<file path="src/rtl/bram_access_arbiter_pkg.sv">
`default_nettype none
// ============================================================================
// Module      : bram_access_arbiter_pkg
// Description : Shared constants for the image BRAM access path: owner
//               encoding, default BRAM field widths and the arbiter state
//               type (state encoding equals the owner encoding).
// Revision    : 1.0 - initial release
// ============================================================================
package bram_access_arbiter_pkg;

    localparam int DEF_ADDR_W = 17;
    localparam int DEF_CH_W   = 2;
    localparam int DEF_DATA_W = 8;

    localparam logic [1:0] OWN_NONE = 2'd0;
    localparam logic [1:0] OWN_P0   = 2'd1;
    localparam logic [1:0] OWN_P1   = 2'd2;

    // The state is the last grantee.
    typedef enum logic [1:0] {
        ST_IDLE = 2'd0,
        ST_OWN0 = 2'd1,
        ST_OWN1 = 2'd2
    } arb_state_t;

endpackage
`default_nettype wire

</file>
<file path="src/rtl/bram_access_arbiter_read_tag_pipe.sv">
`default_nettype none
// ============================================================================
// Module      : read_tag_pipe
// Description : DEPTH-stage shift register of {valid, port} tags that tracks
//               outstanding BRAM reads. A tag pushed with a read grant
//               reaches the last stage DEPTH cycles later.
// Ports       : clk, rst (async, active-low)
//               push       - a read was granted this cycle
//               port_in    - requesting port of that read (0/1)
//               exit_valid - tag in the second-to-last stage (data is
//                            on bram_data_out this cycle)
//               out_valid  - tag in the last stage
//               out_port   - port of the last-stage tag
// Revision    : 1.0 - initial release
// ============================================================================
module read_tag_pipe #(
    parameter int DEPTH = 2
) (
    input  logic clk,
    input  logic rst,
    input  logic push,
    input  logic port_in,
    output logic exit_valid,
    output logic out_valid,
    output logic out_port
);

    logic [DEPTH-1:0] r_valid;
    logic [DEPTH-1:0] r_port;

    always_ff @(posedge clk or negedge rst) begin
        if (!rst) begin
            r_valid <= '0;
            r_port  <= '0;
        end else begin
            r_valid <= {r_valid[DEPTH-2:0], push};
            r_port  <= {r_port[DEPTH-2:0], port_in};
        end
    end

    assign exit_valid = r_valid[DEPTH-2];
    assign out_valid  = r_valid[DEPTH-1];
    assign out_port   = r_port[DEPTH-1];

endmodule
`default_nettype wire

</file>
<file path="src/rtl/bram_access_arbiter.sv">
`default_nettype none
// ============================================================================
// Module      : bram_access_arbiter
// Description : Shares the single-port image BRAM between port 0 (SPI
//               transfer controller) and port 1 (image processing engine).
//               Round-robin arbitration with optional burst locking capped
//               at MAX_BURST consecutive grants while the other port waits.
//               The winning access is registered onto the BRAM pins; read
//               data returns on rdata with a per-port valid pulse
//               READ_LAT+1 cycles after the grant.
// Ports       : clk, rst (async, active-low)
//               req/we/lock/addr/ch/wdata 0|1 - requester inputs
//               gnt0/gnt1       - combinational grant (transfer = req & gnt)
//               rvalid0/rvalid1 - read data valid pulse, rdata shared
//               owner           - last grantee (0 none, 1 port0, 2 port1)
//               bram_*          - registered BRAM pins, bram_data_out input
// Revision    : 1.0 - initial release
// ============================================================================
module bram_access_arbiter
    import bram_access_arbiter_pkg::*;
#(
    parameter int ADDR_W    = DEF_ADDR_W,
    parameter int CH_W      = DEF_CH_W,
    parameter int DATA_W    = DEF_DATA_W,
    parameter int READ_LAT  = 1,
    parameter int MAX_BURST = 16
) (
    input  logic              clk,
    input  logic              rst,
    input  logic              req0,
    input  logic              req1,
    input  logic              we0,
    input  logic              we1,
    input  logic              lock0,
    input  logic              lock1,
    input  logic [ADDR_W-1:0] addr0,
    input  logic [ADDR_W-1:0] addr1,
    input  logic [CH_W-1:0]   ch0,
    input  logic [CH_W-1:0]   ch1,
    input  logic [DATA_W-1:0] wdata0,
    input  logic [DATA_W-1:0] wdata1,
    output logic              gnt0,
    output logic              gnt1,
    output logic              rvalid0,
    output logic              rvalid1,
    output logic [DATA_W-1:0] rdata,
    output logic [1:0]        owner,
    output logic [ADDR_W-1:0] bram_addr,
    output logic [CH_W-1:0]   bram_channel,
    output logic              bram_we,
    output logic [DATA_W-1:0] bram_data_in,
    input  logic [DATA_W-1:0] bram_data_out
);

    localparam int                 c_CNT_W = $clog2(MAX_BURST);
    localparam logic [c_CNT_W-1:0] c_CAP   = c_CNT_W'(MAX_BURST - 1);

    arb_state_t         r_state, w_state_nxt;
    logic               r_lock, w_lock_nxt;
    logic [c_CNT_W-1:0] r_burst_cnt, w_cnt_nxt;

    logic w_hold0, w_hold1;
    logic w_sel0, w_sel1, w_xfer, w_sel_we;
    logic w_exit_valid, w_out_valid, w_out_port;

    logic [ADDR_W-1:0] r_bram_addr;
    logic [CH_W-1:0]   r_bram_channel;
    logic              r_bram_we;
    logic [DATA_W-1:0] r_bram_data_in;
    logic [DATA_W-1:0] r_rdata;

    // The owner may keep the BRAM only if it asked for lock on its previous
    // grant; once the cap is hit it must yield if the other port is waiting.
    assign w_hold0 = (r_state == ST_OWN0) && req0 && r_lock &&
                     ((r_burst_cnt < c_CAP) || !req1);
    assign w_hold1 = (r_state == ST_OWN1) && req1 && r_lock &&
                     ((r_burst_cnt < c_CAP) || !req0);

    always_ff @(posedge clk or negedge rst) begin
        if (!rst) begin
            r_state     <= ST_IDLE;
            r_lock      <= 1'b0;
            r_burst_cnt <= '0;
        end else begin
            r_state     <= w_state_nxt;
            r_lock      <= w_lock_nxt;
            r_burst_cnt <= w_cnt_nxt;
        end
    end

    always_comb begin
        w_sel0      = 1'b0;
        w_sel1      = 1'b0;
        w_state_nxt = r_state;
        w_lock_nxt  = r_lock;
        w_cnt_nxt   = r_burst_cnt;

        if (w_hold0) begin
            w_sel0 = 1'b1;
        end else if (w_hold1) begin
            w_sel1 = 1'b1;
        end else if (req0 && req1) begin
            // Contention: serve whoever was not served last (IDLE favours 0).
            if (r_state == ST_OWN0) begin
                w_sel1 = 1'b1;
            end else begin
                w_sel0 = 1'b1;
            end
        end else if (req0) begin
            w_sel0 = 1'b1;
        end else if (req1) begin
            w_sel1 = 1'b1;
        end

        if (w_sel0 || w_sel1) begin
            w_state_nxt = w_sel1 ? ST_OWN1 : ST_OWN0;
            w_lock_nxt  = w_sel1 ? lock1 : lock0;
            // Restart on an owner switch, and also when an uncontested
            // owner runs past the cap so the counter never saturates.
            if ((w_state_nxt != r_state) || (r_burst_cnt >= c_CAP)) begin
                w_cnt_nxt = '0;
            end else begin
                w_cnt_nxt = r_burst_cnt + c_CNT_W'(1);
            end
        end
    end

    assign w_xfer   = w_sel0 | w_sel1;
    assign w_sel_we = w_sel1 ? we1 : we0;

    // Grants are forced low while reset is asserted.
    assign gnt0 = w_sel0 & rst;
    assign gnt1 = w_sel1 & rst;

    always_ff @(posedge clk or negedge rst) begin
        if (!rst) begin
            r_bram_addr    <= '0;
            r_bram_channel <= '0;
            r_bram_we      <= 1'b0;
            r_bram_data_in <= '0;
            r_rdata        <= '0;
        end else begin
            r_bram_we <= w_xfer & w_sel_we;
            if (w_xfer) begin
                r_bram_addr    <= w_sel1 ? addr1  : addr0;
                r_bram_channel <= w_sel1 ? ch1    : ch0;
                r_bram_data_in <= w_sel1 ? wdata1 : wdata0;
            end
            if (w_exit_valid) begin
                r_rdata <= bram_data_out;
            end
        end
    end

    read_tag_pipe #(
        .DEPTH (READ_LAT + 1)
    ) u_read_tag_pipe (
        .clk        (clk),
        .rst        (rst),
        .push       (w_xfer & ~w_sel_we),
        .port_in    (w_sel1),
        .exit_valid (w_exit_valid),
        .out_valid  (w_out_valid),
        .out_port   (w_out_port)
    );

    always_comb begin
        owner = OWN_NONE;
        case (r_state)
            ST_OWN0: owner = OWN_P0;
            ST_OWN1: owner = OWN_P1;
            default: owner = OWN_NONE;
        endcase
    end

    assign rvalid0      = w_out_valid & ~w_out_port;
    assign rvalid1      = w_out_valid &  w_out_port;
    assign rdata        = r_rdata;
    assign bram_addr    = r_bram_addr;
    assign bram_channel = r_bram_channel;
    assign bram_we      = r_bram_we;
    assign bram_data_in = r_bram_data_in;

endmodule
`default_nettype wire

</file>
<file path="config.mk">
export PLATFORM = sky130hd
export DESIGN_NAME = bram_access_arbiter
export DESIGN_NICKNAME = d
export VERILOG_FILES = /design/src/rtl/bram_access_arbiter_pkg.sv /design/src/rtl/bram_access_arbiter_read_tag_pipe.sv /design/src/rtl/bram_access_arbiter.sv
export SDC_FILE = /design/constraint.sdc
export NUM_CORES = 1
export LEC_CHECK = 0
export CAP_MARGIN = 40
export CORE_MARGIN = 1.5
export CORE_UTILIZATION = 40
export CTS_CLUSTER_SIZE = 8
export DETAILED_ROUTE_END_ITERATION = 10
export PLACE_DENSITY = 0.77
export SYNTH_ARGS = -nofsm -noshare
export SYNTH_HDL_FRONTEND = slang
export SYNTH_SLANG_ARGS = --single-unit
</file>
<file path="constraint.sdc">
create_clock -name clk -period 3.9 [get_ports clk]
set_input_delay 0.975 -clock clk [delete_from_list [all_inputs] [get_ports clk]]
set_output_delay 0.975 -clock clk [all_outputs]
set_load 0.02 [all_outputs]
</file>
* Word-level counts from Yosys, hierarchy flattened *
Index checks and enable logic that the tools add are counted.

word-level totals
  register bits = 47

cells by class
  reductions and logical operators = 13
  add/sub/neg operators = 1
  eq/ne operators = 3
  muxes and demuxes = 19
  bitwise gates (word level) = 9
  order comparisons = 2

operator list
  kind                                                 number
  two-way mux 17 bit                                   1
  two-way mux 1 bit                                    13
  two-way mux 8 bit                                    1
  logical AND 1 bit                                    7
  AND 1 bit                                            6
  adder 4 x 1 -> 4 bit, second input constant          1
  >= comparator 4 bit, second input constant           1
  logical OR 1 bit                                     4
  < comparator 4 bit, second input constant            1
  two-way mux 2 bit                                    2
  two-way mux 4 bit                                    1
  one-hot mux 2 bit (2 select lines)                   1
  equality test 2 x 1 -> 1 bit, second input constant  1
  equality test 2 bit, second input constant           1
  zero test 1 bit                                      2
  inequality test 2 bit                                1
  NOT 1 bit                                            2
  bitwise OR 1 bit                                     1

* Depth between registers and ports, before layout *
  depth after elaboration = 10
  gate-level depth with buffers = 7
  mapped depth without buffers = 5

* Hierarchy *
From an unflattened synthesis, not the netlist that was laid out.

unflattened totals
  cell total of the unflattened synthesis = 197
  area total of the unflattened synthesis = 2,303.5 um^2

modules (own cells, without submodules)
  module               area an instance (um^2)  cells an instance  instances
  bram_access_arbiter  2,203.4                  193                1
  read_tag_pipe        100.1                    4                  1

* Worst setup path after synthesis *
OpenSTA, ideal clock, no wires.

  kind = input-to-output
  start point = input req1
  end point = output gnt1
  path buffers = 2
  required time = 2.925 ns
  path slack = 1.004 ns
  arrival time = 1.921 ns
  stages on the path = 5
  cells stage by stage = clkbuf_1 -> inv_1 -> a31oi_2 -> buf_2 -> and2_1

between the ends
  longest elaborated chain between the ends = 6
  elaborated cells between the ends (all ways) = 13

RTL lines
  item                                                    RTL line                                               source
  start, declared                                         bram_access_arbiter.sv:31                              input logic req1,
  two-way mux 1 bit or logical AND 1 bit (tied branches)  bram_access_arbiter.sv:111, bram_access_arbiter.sv:76
  two-way mux 1 bit or logical AND 1 bit (tied branches)  bram_access_arbiter.sv:109, bram_access_arbiter.sv:76
  two-way mux 1 bit or logical AND 1 bit (tied branches)  bram_access_arbiter.sv:102, bram_access_arbiter.sv:76
  two-way mux 1 bit                                       bram_access_arbiter.sv:100                             end else if (w_hold1) begin
  two-way mux 1 bit *                                     bram_access_arbiter.sv:98                              if (w_hold0) begin
  named net u_read_tag_pipe.port_in                       bram_access_arbiter_read_tag_pipe.sv:22                input logic port_in,
  AND 1 bit *                                             bram_access_arbiter.sv:133                             assign gnt1 = w_sel1 & rst;
  end, declared                                           bram_access_arbiter.sv:43                              output logic gnt1,

The timed path passes the listed nets; every way through them passes the cells marked *.

* Worst setup path in the final report *
  start point = input req1
  end point = output gnt0

between the ends
  longest elaborated chain between the ends = 6
  elaborated cells between the ends (all ways) = 11

RTL lines
  item                             RTL line                    source
  logical AND 1 bit (3 in series)  bram_access_arbiter.sv:76   assign w_hold1 = (r_state == ST_OWN1) && req1 && r_lock &&
  two-way mux 1 bit                bram_access_arbiter.sv:100
  two-way mux 1 bit *              bram_access_arbiter.sv:98
  AND 1 bit *                      bram_access_arbiter.sv:132  assign gnt0 = w_sel0 & rst;
  end, declared                    bram_access_arbiter.sv:42   output logic gnt0,

Mark *: on every way between the ends. The rest lies on a longest branch, timed or not.

==> impl_results.md <==
- Peak VDD IR: 0.1638 mV
- Post-DR wirelength/cell: 15.93 um
- Max cap viols: 0
- Synth top area cells: dfrtp_1 (50%), a221o_1 (12%), mux2i_1 (12%)
- First-pass GRT wire length: 9535 um
- Dpl hpwl: 4315 um
- Gate power share: 0.347
- Nets@finish: 376
- Root buf cell: clkbuf_8
- Req. time, crit path: 2.92 ns
- Hold_ws: 0.3684 ns
- Post-synth ARST share: 1.000
- Status: finished clean
- Yosys reg bits: 47
- Most common cell in the netlist: dfrtp_1
- Postcts setup bufs: 0
- Reg2reg setup slack: 1.93 ns
- Total GRT Usage: 0.1934
- Layout cells sized above 1: 0.1016
- Arr. time, crit path: 2.49 ns
- # IOs: 112
- Crit start category: input pin
- Post-DRT Antenna Nets: 0
- Final period util: 0.8882
- DIE AREA: 0.006327 mm2
- Sequential power share: 0.421
- Final GP Congestion: 0.8243
- Synth Instances: 198
- Multi-input logic area: 0.001066 mm2
- CTS buffer count: 5
- Drt drc: 0
- TritonCTS clock tree: built
- Hold_buf cts: 0
- Post-synth EDFFs: 0
- Drt pass-1 iters: 4
- H-tree levels: 2
- Initial antenna violation count: 0
- Final setup viols: 0
- Largest net degree at the start of global routing: 34
- Share of the synthesized area in the top cell type: 0.5019
- Fillers: 454
- Buffers added on ports: 111
- N_diodes: 0
- Actual slew at the worst max-slew pin: 0.4814 ns
- Final clock skew: 0.01106 ns
- Largest buffer count on any clock path: 2
- Sequential area share after synthesis: 0.5019
- Fin crit period: 3.464 ns
- Die H: 79.54 um
- Clock latency at the later pin of the worst-skew pair: 0.29 ns
- Mapped Area: 0.002343 mm2
- Clk sinks: 47
- Syn Nets: 269
- Sw frac: 0.2942
- PostCTS Resize Cnt: 0
- Cell taking the most area after synthesis: dfrtp_1
- Lkg Pwr: 1.547 nW
- Slew Viols, Final: 0
- P_sw: 0.4255 mW
- Synth Flop Type: dfrtp_1
- RSZ-0062 raised after global routing: false
- Clock power frac: 0.233
- Row cnt: 27
- Final setup TNS: 0 ns
- YS warnings: 0
- Synth cell types: 36
- Clock-pin slew on the worst setup and hold paths: 0.07 ns
- Initial Util: 0.4204
- Register Area: 0.001176 mm2
- Int Pwr: 1.021 mW
- Gr ovfl total: 0
- Design area: 0.003581 mm2
- Slew margin rel.: 0.6790
- Initial DRC Count: 91
- Area growth syn-to-layout: 52.80%
- Worst Path Max Fanout: 4
- Max Fclk: 0.2887 GHz
- Core area: 0.005574 mm2
- Vias per Instance: 5.411
- Count of final hold-check violations: 0
- PD cells: 403.9 mW/mm2
- CP Capture Type: output pin
- Vias: 2040
- Cell Area, Placed: 0.003478 mm2
- Vias in the first global route: 2025
- Total Wirelength: 6005 um
- Hold Crit Class: flip-flop to flip-flop
- Syn avg cell area: 11.84 um2
- WS Path Type: input pin to output pin
- Die Width: 79.54 um
- Commonest cells in the netlist: dfrtp_1 (47), nor2_1 (31), a221o_1 (28), mux2i_1 (28), mux2_2 (8)
-- final cells by class --
| cell class | count | share of cell area |
|---|---|---|
| Inverter | 4 | 0.004193 |
| Timing Repair Buffer | 115 | 0.3159 |
| Sequential cell | 47 | 0.3284 |
| Clock buffer | 6 | 0.02027 |
| Clock inverter | 1 | 0.008386 |
| Tap cell | 72 | 0.02516 |
| Multi-Input combinational cell | 132 | 0.2977 |
-- cell families (layout without fill, tap and decap cells) --
kind of cell / Yosys count / after routing / share of synthesized area
flip-flops: 47 / 47 / 0.5019
buffers and inverters: 19 / 126 / 0.04698
AO/OA/AOI/OAI: 46 / 46 / 0.1847
multiplexers: 36 / 36 / 0.1580
AND/OR/NAND/NOR: 49 / 49 / 0.1031
adder cells (fa/ha/maj): 1 / 1 / 0.005338
-- power by group through the flow --
| stage | clock network, mW | logic [mW] | registers [mW] |
|---|---|---|---|
| 6_report | 0.337 | 0.501 | 0.608 |
| 3_3_place_gp | 0 | 0.498 | 0.615 |
| 4_1_cts | 0.345 | 0.507 | 0.609 |
| 2_1_floorplan | 0 | 0.186 | 0.687 |
| 3_5_place_dp | 0 | 0.506 | 0.616 |
| 5_1_grt | 0.362 | 0.536 | 0.618 |
-- cell usage in the layout (no fill, tap or decap), types with 2 or more instances in the layout --
master,count
nand2_1,2
and2_1,2
clkbuf_8,5
clkdlybuf4s50_1,109
inv_1,3
buf_4,4
a21o_1,3
a32o_1,3
a221o_1,28
dfrtp_1,47
nor2_1,31
and3_4,2
buf_2,2
mux2i_1,28
a21oi_1,3
mux2_2,8
and2b_2,3
nand3_1,2
-- critical path, stage by stage --
cell             delay (ns)
clkdlybuf4s50_1        0.48
inv_1                  0.10
a21o_2                 0.23
and3_1                 0.18
clkdlybuf4s50_1        0.53
-- flip-flops by register name, indices dropped and copies added (netlist names) --
name and count:
bram_addr 17, bram_channel 2, bram_data_in 8, bram_we 1, r_burst_cnt 4, r_lock 1
r_state 2, rdata 8, u_read_tag_pipe.r_port 2, u_read_tag_pipe.r_valid 2
-- per-layer routing --
metal | GRT usage | part of all wire | up-vias
met2 | 0.3373 | 0.49 | 79
met4 | 0.06316 | 0.016 | 0
met5 | 0 | 0 | -
met1 | 0.2400 | 0.42 | 993
met3 | 0.03543 | 0.071 | 11
li1 | - | - | 957
-- path summary, 6_finish.rpt --
kind	end	from	cells after the start
hold / removal	u_read_tag_pipe.r_port[1]	u_read_tag_pipe.r_port[0]	0
min in group asynchronous	bram_data_in[2]	rst	1
hold reg to reg	u_read_tag_pipe.r_port[1]	u_read_tag_pipe.r_port[0]	0
setup reg to reg	bram_addr[7]	r_burst_cnt[0]	6
setup / recovery	gnt0	req1	5
max in group asynchronous	r_burst_cnt[2]	rst	2
-- through the flow --
step                        util  total power [mW]  std cells  worst slack, ns
after global placement    0.6240             1.113        370           0.4461
after CTS                 0.6424             1.461        377           0.4335
after global routing      0.6424             1.516        377           0.3588
after floorplan                -            0.8726        198            1.004
final                     0.6424             1.446        377           0.4361
after detailed placement  0.6240             1.122        370           0.4386
Note: power is estimated with default switching activity, not from simulation.
